===== src/rtl/mvu_pe_acc_ctrl.sv =====
// Accumulation and handshake controller for one MVU processing element.
// Each accepted beat carries a {valid, first, last} tag through the adder-tree latency.
module mvu_pe_acc_ctrl #(
    parameter int SF       = 4,
    parameter int NF       = 2,
    parameter int PIPE_LAT = 2,
    parameter int TDstI    = 16,
    parameter int ACC_W    = TDstI + $clog2(SF)
) (
    input  logic             clk,
    input  logic             rst,
    input  logic             in_v,
    output logic             in_rdy,
    input  logic [TDstI-1:0] add_out,
    output logic             out_v,
    input  logic             out_rdy,
    output logic [ACC_W-1:0] out_data,
    output logic             out_last
);
    localparam int SF_W = (SF > 1) ? $clog2(SF) : 1;
    localparam int NF_W = (NF > 1) ? $clog2(NF) : 1;

    typedef enum logic [1:0] {StIdle, StAcc, StWait, StHold} state_e;

    state_e           r_state;
    state_e           w_state_nxt;
    logic [SF_W-1:0]  r_sf_cnt;
    logic [NF_W-1:0]  r_nf_cnt;
    logic [ACC_W-1:0] r_acc;
    logic [2:0]       r_tag [PIPE_LAT];
    logic             r_out_v;
    logic [ACC_W-1:0] r_out_data;

    logic             w_in_rdy;
    logic             w_accept;
    logic             w_sf_first;
    logic             w_sf_last;
    logic             w_out_hs;
    logic             w_tag_v;
    logic             w_tag_first;
    logic             w_tag_last;
    logic [ACC_W-1:0] w_add_ext;
    logic [ACC_W-1:0] w_sum;

    assign w_sf_first = (r_sf_cnt == '0);
    assign w_sf_last  = (r_sf_cnt == SF_W'(SF - 1));
    assign w_in_rdy   = !rst && ((r_state == StIdle) || (r_state == StAcc) ||
                                 ((r_state == StHold) && out_rdy));
    assign w_accept   = in_v && w_in_rdy;
    assign w_out_hs   = r_out_v && out_rdy;

    // The tag leaving the last stage lines up with the current add_out.
    assign {w_tag_v, w_tag_first, w_tag_last} = r_tag[PIPE_LAT-1];
    assign w_add_ext = ACC_W'(add_out);
    assign w_sum     = w_tag_first ? w_add_ext : r_acc + w_add_ext;

    always_comb begin
        w_state_nxt = r_state;
        case (r_state)
            StIdle: begin
                if (w_accept) w_state_nxt = (SF > 1) ? StAcc : StWait;
            end
            StAcc: begin
                if (w_accept && w_sf_last) w_state_nxt = StWait;
            end
            StWait: begin
                if (w_tag_v && w_tag_last) w_state_nxt = StHold;
            end
            StHold: begin
                if (out_rdy) begin
                    if (w_accept) w_state_nxt = (SF > 1) ? StAcc : StWait;
                    else          w_state_nxt = StIdle;
                end
            end
            default: w_state_nxt = StIdle;
        endcase
    end

    always_ff @(posedge clk) begin
        if (rst) begin
            r_state    <= StIdle;
            r_sf_cnt   <= '0;
            r_nf_cnt   <= '0;
            r_acc      <= '0;
            r_out_v    <= 1'b0;
            r_out_data <= '0;
            for (int i = 0; i < PIPE_LAT; i++) r_tag[i] <= 3'b000;
        end else begin
            r_state <= w_state_nxt;
            if (w_accept) r_sf_cnt <= w_sf_last ? '0 : r_sf_cnt + 1'b1;
            if (w_out_hs) r_nf_cnt <= (r_nf_cnt == NF_W'(NF - 1)) ? '0 : r_nf_cnt + 1'b1;
            r_tag[0] <= {w_accept, w_accept && w_sf_first, w_accept && w_sf_last};
            for (int i = 1; i < PIPE_LAT; i++) r_tag[i] <= r_tag[i-1];
            if (w_tag_v) r_acc <= w_sum;
            // A new result only lands in WAIT, so it never collides with a handshake.
            if (w_tag_v && w_tag_last) begin
                r_out_v    <= 1'b1;
                r_out_data <= w_sum;
            end else if (w_out_hs) begin
                r_out_v <= 1'b0;
            end
        end
    end

    assign in_rdy   = w_in_rdy;
    assign out_v    = r_out_v;
    assign out_data = r_out_data;
    assign out_last = r_out_v && (r_nf_cnt == NF_W'(NF - 1));

endmodule

===== config.mk =====
export PLATFORM = sky130hd
export DESIGN_NAME = mvu_pe_acc_ctrl
export DESIGN_NICKNAME = d
export VERILOG_FILES = /design/src/rtl/mvu_pe_acc_ctrl.sv
export SDC_FILE = /design/constraint.sdc
export NUM_CORES = 1
export LEC_CHECK = 0
export BUFFER_PORTS_ARGS = -buffer_cell sky130_fd_sc_hd__buf_2
export CORE_UTILIZATION = 59
export CTS_BUF_LIST = sky130_fd_sc_hd__clkbuf_8
export CTS_CLUSTER_DIAMETER = 80
export DETAILED_ROUTE_END_ITERATION = 8
export GPL_ROUTABILITY_DRIVEN = 0
export PLACE_DENSITY = 0.88
export SLEW_MARGIN = 25
export SYNTH_ARGS = -nofsm -noshare
export SYNTH_HDL_FRONTEND = slang
export SYNTH_SLANG_ARGS = --single-unit
export TNS_END_PERCENT = 30

===== constraint.sdc =====
create_clock -name clk -period 3.1 [get_ports clk]
set_clock_uncertainty 0.15 [all_clocks]
set_input_delay 0.465 -clock clk [delete_from_list [all_inputs] [get_ports clk]]
set_output_delay 0.465 -clock clk [all_outputs]
set_load 0.01 [all_outputs]

## Yosys cells after proc, flatten, opt, wreduce, memory -nomap -nowiden

Memory sizes are Yosys's and may differ from the RTL's.
Index checks and enable logic that the tools add are counted.

- $add $sub $neg: 3
- Equality and inequality tests: 8
- Mux-type cells: 16
- Bitwise logic cells: 2
- Reductions and logical operators: 15

Operators by type and width:

| cell | count |
|---|---|
| adder 18 x 16 -> 18 bit | 1 |
| two-way mux 18 bit | 1 |
| two-way mux 2 bit | 5 |
| logical AND 1 bit | 8 |
| case mux 2 bit (4 select lines) | 1 |
| two-way mux 1 bit | 7 |
| equality test 2 bit (second input constant) | 3 |
| two-way mux 3 bit | 2 |
| != test 2 bit (second input constant) | 3 |
| zero test 2 bit | 2 |
| AND reduction 4 bit | 1 |
| adder 2 x 1 -> 2 bit (second input constant) | 1 |
| equality test 2 x 1 -> 1 bit (second input constant) | 1 |
| logical OR 1 bit | 2 |
| != test 2 x 1 -> 1 bit (second input constant) | 1 |
| bitwise OR 1 bit | 2 |
| nonzero test 2 bit | 1 |
| adder 1 bit (second input constant) | 1 |
| zero test 1 bit | 1 |

- Bits in registers: 42
- RAM bits: 6
- Bits of input ports: 20
- Output and inout port bits: 21
- Word-level logic and storage cells: 51
- Memories: 1

Memory list:

| memory | words | width | rd ports | clocked after memory_dff | wr ports | RTL line | RTL |
|---|---|---|---|---|---|---|---|
| r_tag | 2 | 3 | 2 | 0 | 2 | 30 | `logic [2:0] r_tag [PIPE_LAT];` |

## Depth between registers and ports, before layout

- Word-level depth: 8
- Mapped depth: 8
- Depth with buffers taken out: 8

## Worst setup path after synthesis

Ideal clock, no wire load.

- Path type: input to register
- Start point: input add_out[0]
- End point: register r_acc[12]
- Setup time: 79 ps
- Data arrival time: 2357 ps
- Required time: 2871 ps
- Setup slack: 513 ps
- Cell stages on the path: 8
- Buffers on the path: 0
- Cell sequence: ha_1 fa_1 a21o_1 a221oi_2 or4_4 a21boi_0 o31a_1 a211oi_2

- Word-level cells in the longest chain between the ends: 2

Ends and longest elaborated chain:

| element | RTL line | RTL |
|---|---|---|
| start, declared | 14 | `input logic [TDstI-1:0] add_out,` |
| adder 18 x 16 -> 18 bit | 55 | `assign w_sum = w_tag_first ? w_add_ext : r_acc + w_add_ext;` |
| two-way mux 18 bit | 55 |  |
| end signal, assigned | 94 | `if (w_tag_v) r_acc <= w_sum;` |
| end, declared | 29 | `logic [ACC_W-1:0] r_acc;` |

Every way passes these cells.
A chain may end at the register's enable or synchronous reset.

## Worst setup path in the final report

- Start point: register r_state[0]
- End point: register r_state[0]

- Word-level cells in the longest chain between the ends: 8
- Elaborated cells between the ends (all ways): 18
- Those cells by class: eq/ne: 7; mux: 3; reduce/logical: 8

Ends and longest elaborated chain:

| element | RTL line | RTL |
|---|---|---|
| start, declared | 25 | `state_e r_state;` |
| start signal, assigned | 81 | `r_state <= StIdle;` |
| start signal, assigned | 89 | `r_state <= w_state_nxt;` |
| equality test 2 x 1 -> 1 bit, or another cell as far along | 47, 59 |  |
| logical OR 1 bit / logical AND 1 bit (equally long branches) | 47, 48 |  |
| logical OR 1 bit | 47 | `assign w_in_rdy = !rst && ((r_state == StIdle) \|\| (r_state == StAcc) \|\|` |
| logical AND 1 bit | 47 |  |
| logical AND 1 bit | 49 | `assign w_accept = in_v && w_in_rdy;` |
| two-way mux 1 bit / logical AND 1 bit (equally long branches) | 71, 64 |  |
| two-way mux 2 bit / != test 2 x 1 -> 1 bit (equally long branches) | - |  |
| case mux 2 bit (4 select lines) / AND reduction 4 bit (equally long branches) | - |  |

Parallel ways exist; a longest one is shown, timed or not. The select of a mux whose other input is x is not followed.

==> metrics.md <==
| Metric | Value |
|---|---|
| CTS tree | `done` |
| Antenna Cells | `0` |
| Vias post-DR | `roughly 2600` |
| Initial antenna violation count | `0` |
| Synthesized area | `about 0.0028 sq mm` |
| Final hold slack | `between 0.2 and 0.25 ns` |
| Final setup fails | `0` |
| Clk slew on worst S/H paths | `about 0.090 ns` |
| DR iter-0 viols | `200` |
| Worst-Skew Late Latency | `about 0.30 ns` |
| Post-synth net total | `372` |
| Max_cap viols | `0` |
| Total GRT Usage | `0.270` |
| Top cells by count, synth | `48 x dfxtp_1, 36 x nor2_1, 27 x nand2_1` |
| CTS max path bufs | `2` |
| DR WL/cell | `15.1 microns` |
| Global-route wire length before repair | `roughly 11 mm` |
| EDFF count, synth | `0` |
| VDD IR max | `0.000372 V` |
| Ranking of synthesized cells by area | `dfxtp_1 34%, ha_1 9.8%, a211oi_1 5.1%, nor2_1 4.8%, a21oi_1 4.3%` |
| Post-route ant nets | `0` |
| Main flop type after synthesis | `dfxtp_1` |
| Sink Count | `48` |
| Critical R2R Launch | `r_state[0]` |
| CORE AREA | `about 0.0045 sq mm` |
| Outcome | `complete, no violations` |
| Element type at the critical path start | `flip-flop` |
| Seq/Total Area, Yosys | `0.341` |
| Final Hold Fails | `0` |
| Vias in the first global route | `approximately 2500` |
| Avg Inst Size Synth | `about 8.6 sq um` |
| Worst-Margin Slew | `roughly 0.5 ns` |
| Yosys reg bits | `48` |
| Via density | `6.22` |
| Post-CTS Hold Buffers | `0` |
| Hold Startpoint | `rst` |
| Die H | `between 70 and 80 microns` |
| Hold-critical path depth | `2` |
| Post-synthesis cell count | `329` |
| Post-DP HPWL | `around 4.6 mm` |
| Die area | `a little over 0.005 sq mm` |
| Post-CTS setup buffers | `0` |
| CTS Root Cell | `clkbuf_8` |
| Worst Hold Class | `input port to flip-flop` |
| PD cells | `about 550 mW/mm^2` |
| Fin. max-slew vios | `0` |
| Post-route clock period utilization | `0.832` |
| Leading cell type by number of instances after synthesis | `dfxtp_1` |
| Final worst path period need | `2.58 ns` |
| Post-Route WL | `~6.3 mm` |
| Initial Utilization | `0.630` |
| Buffers added on ports | `40` |
| Rel. slew slack | `0.658` |
| Required @ worst endpoint | `roughly 3.2 ns` |
| H-tree Lvls | `2` |
| Die width | `~71 microns` |
| TritonCTS Buffers | `5` |
| Pre-antenna DRT Iters | `4` |
| Pleak | `0.00132 uW` |
| Async set-reset flop share out of synthesis | `0` |
| Post-synth top area cell | `dfxtp_1` |
| Yosys warnings | `0` |
| Nets | `approximately 410` |
| Crit path launch | `r_state[0]` |
| WP data arrival | `2.64 ns` |
| Setup TNS | `0 ns` |
| Grt total ovfl | `0` |
| Peak Freq | `approximately 390 MHz` |
| Placement Rows | `24` |
| Share of cells above drive strength 1 | `0.172` |
| Library cells used by synthesis | `56` |
| Post-cts sizing count | `0` |
| Setup slack, reg-to-reg | `around 0.52 ns` |
| CP Class | `flip-flop to flip-flop` |
| Reg-to-reg critical path endpoint | `r_state[0]` |
| Crit path max fanout | `9` |
| Post-synth top area share | `0.341` |
| Residual DRC | `0` |
| Synth-to-Final Area Change | `11.1%` |
| Largest net degree at the start of global routing | `40` |
| Unrepaired setup endpoints after global routing | `no` |
| Cells on worst reg2reg path | `8` |
| Worst Setup End Kind | `flip-flop` |
| Io pins | `between 40 and 50` |
| Hold Crit Endpoint | `r_tag[0][2]` |
[layer usage]
metal / global-route usage / up-vias / wire [microns]
met3: 0.0613 / 11 / 384
met5: 0 / - / 0
met4: 0.0844 / 0 / 83
met2: 0.465 / 74 / 3120
li1: - / 1277 / -
met1: 0.336 / 1246 / 2760
[power by group]
group	switching (uW)	internal (uW)
clock network	214	236
logic	329	233
registers	44.4	672
total	588	1140
[placed cells by master (no fill, tap or decap), types with 6 or more instances in the layout]
cell type / count
dfxtp_1: 48
buf_2: 40
nor2_1: 36
nand2_1: 27
a21oi_1: 24
o21ai_0: 22
ha_1: 22
a211oi_1: 19
inv_1: 12
mux2i_1: 9
nand3_1: 8
a31oi_1: 8
buf_4: 7
nor2b_1: 6
[through the flow]
step / util / setup WS [ns] / std cells / instance area, sq um / total power [uW]
2_1_floorplan: - / 0.513 / 329 / 2820 / 1170
3_3_place_gp: 0.676 / 0.383 / 411 / 3020 / 1250
3_5_place_dp: 0.676 / 0.328 / 411 / 3020 / 1280
4_1_cts: 0.700 / 0.524 / 419 / 3130 / 1730
5_1_grt: 0.700 / 0.284 / 419 / 3130 / 1840
6_report: 0.700 / 0.521 / 419 / 3130 / 1730
[state kept, by name, indices dropped and copies added, names as in the netlist]
| name | count |
|---|---|
| r_tag | 6 |
| r_nf_cnt | 1 |
| r_state | 2 |
| r_sf_cnt | 2 |
| r_acc | 18 |
| out_data | 18 |
| out_v | 1 |
[worst max-delay path, cell delays in order (launching register included)]
cell      delay, ns
dfxtp_1        0.35
inv_1          0.12
ha_1           0.22
a211oi_1       0.09
nor3b_2        0.46
nand2_1        0.15
a222oi_1       0.48
o21ai_0        0.17
a221oi_1       0.30
[final cells by class]
type / instances / area, sq um
clock buffers: 5 / 68.8
clock inverters: 3 / 38.8
fillers: 357 / 1340
inverters: 11 / 41.3
multi-input cells: 253 / 1700
flip-flops and latches: 48 / 961
well taps: 52 / 65.1
repair buffers: 47 / 253
[how the worst max path moves through the flow]
stage	to	slack (ns)	cells after the start
after floorplan	r_acc[12]	0.51	8
after global routing	r_state[0]	0.28	8
after global placement	r_acc[12]	0.38	9
after detailed placement	r_acc[12]	0.33	9
after CTS	r_state[0]	0.52	8
final	r_state[0]	0.52	8
[cells by family after synthesis]
family                     Yosys count  share of synthesized area
DFF                                 48                      0.341
xor gates and xnor gates            10                     0.0311
AOI/OAI and AO/OA                  106                      0.251
adders and majority gates           23                      0.105
muxes                               10                     0.0360
and+or+nand+nor                    104                      0.181
buffers and inverters               28                     0.0550
Note: power is estimated with default switching activity, not from simulation.
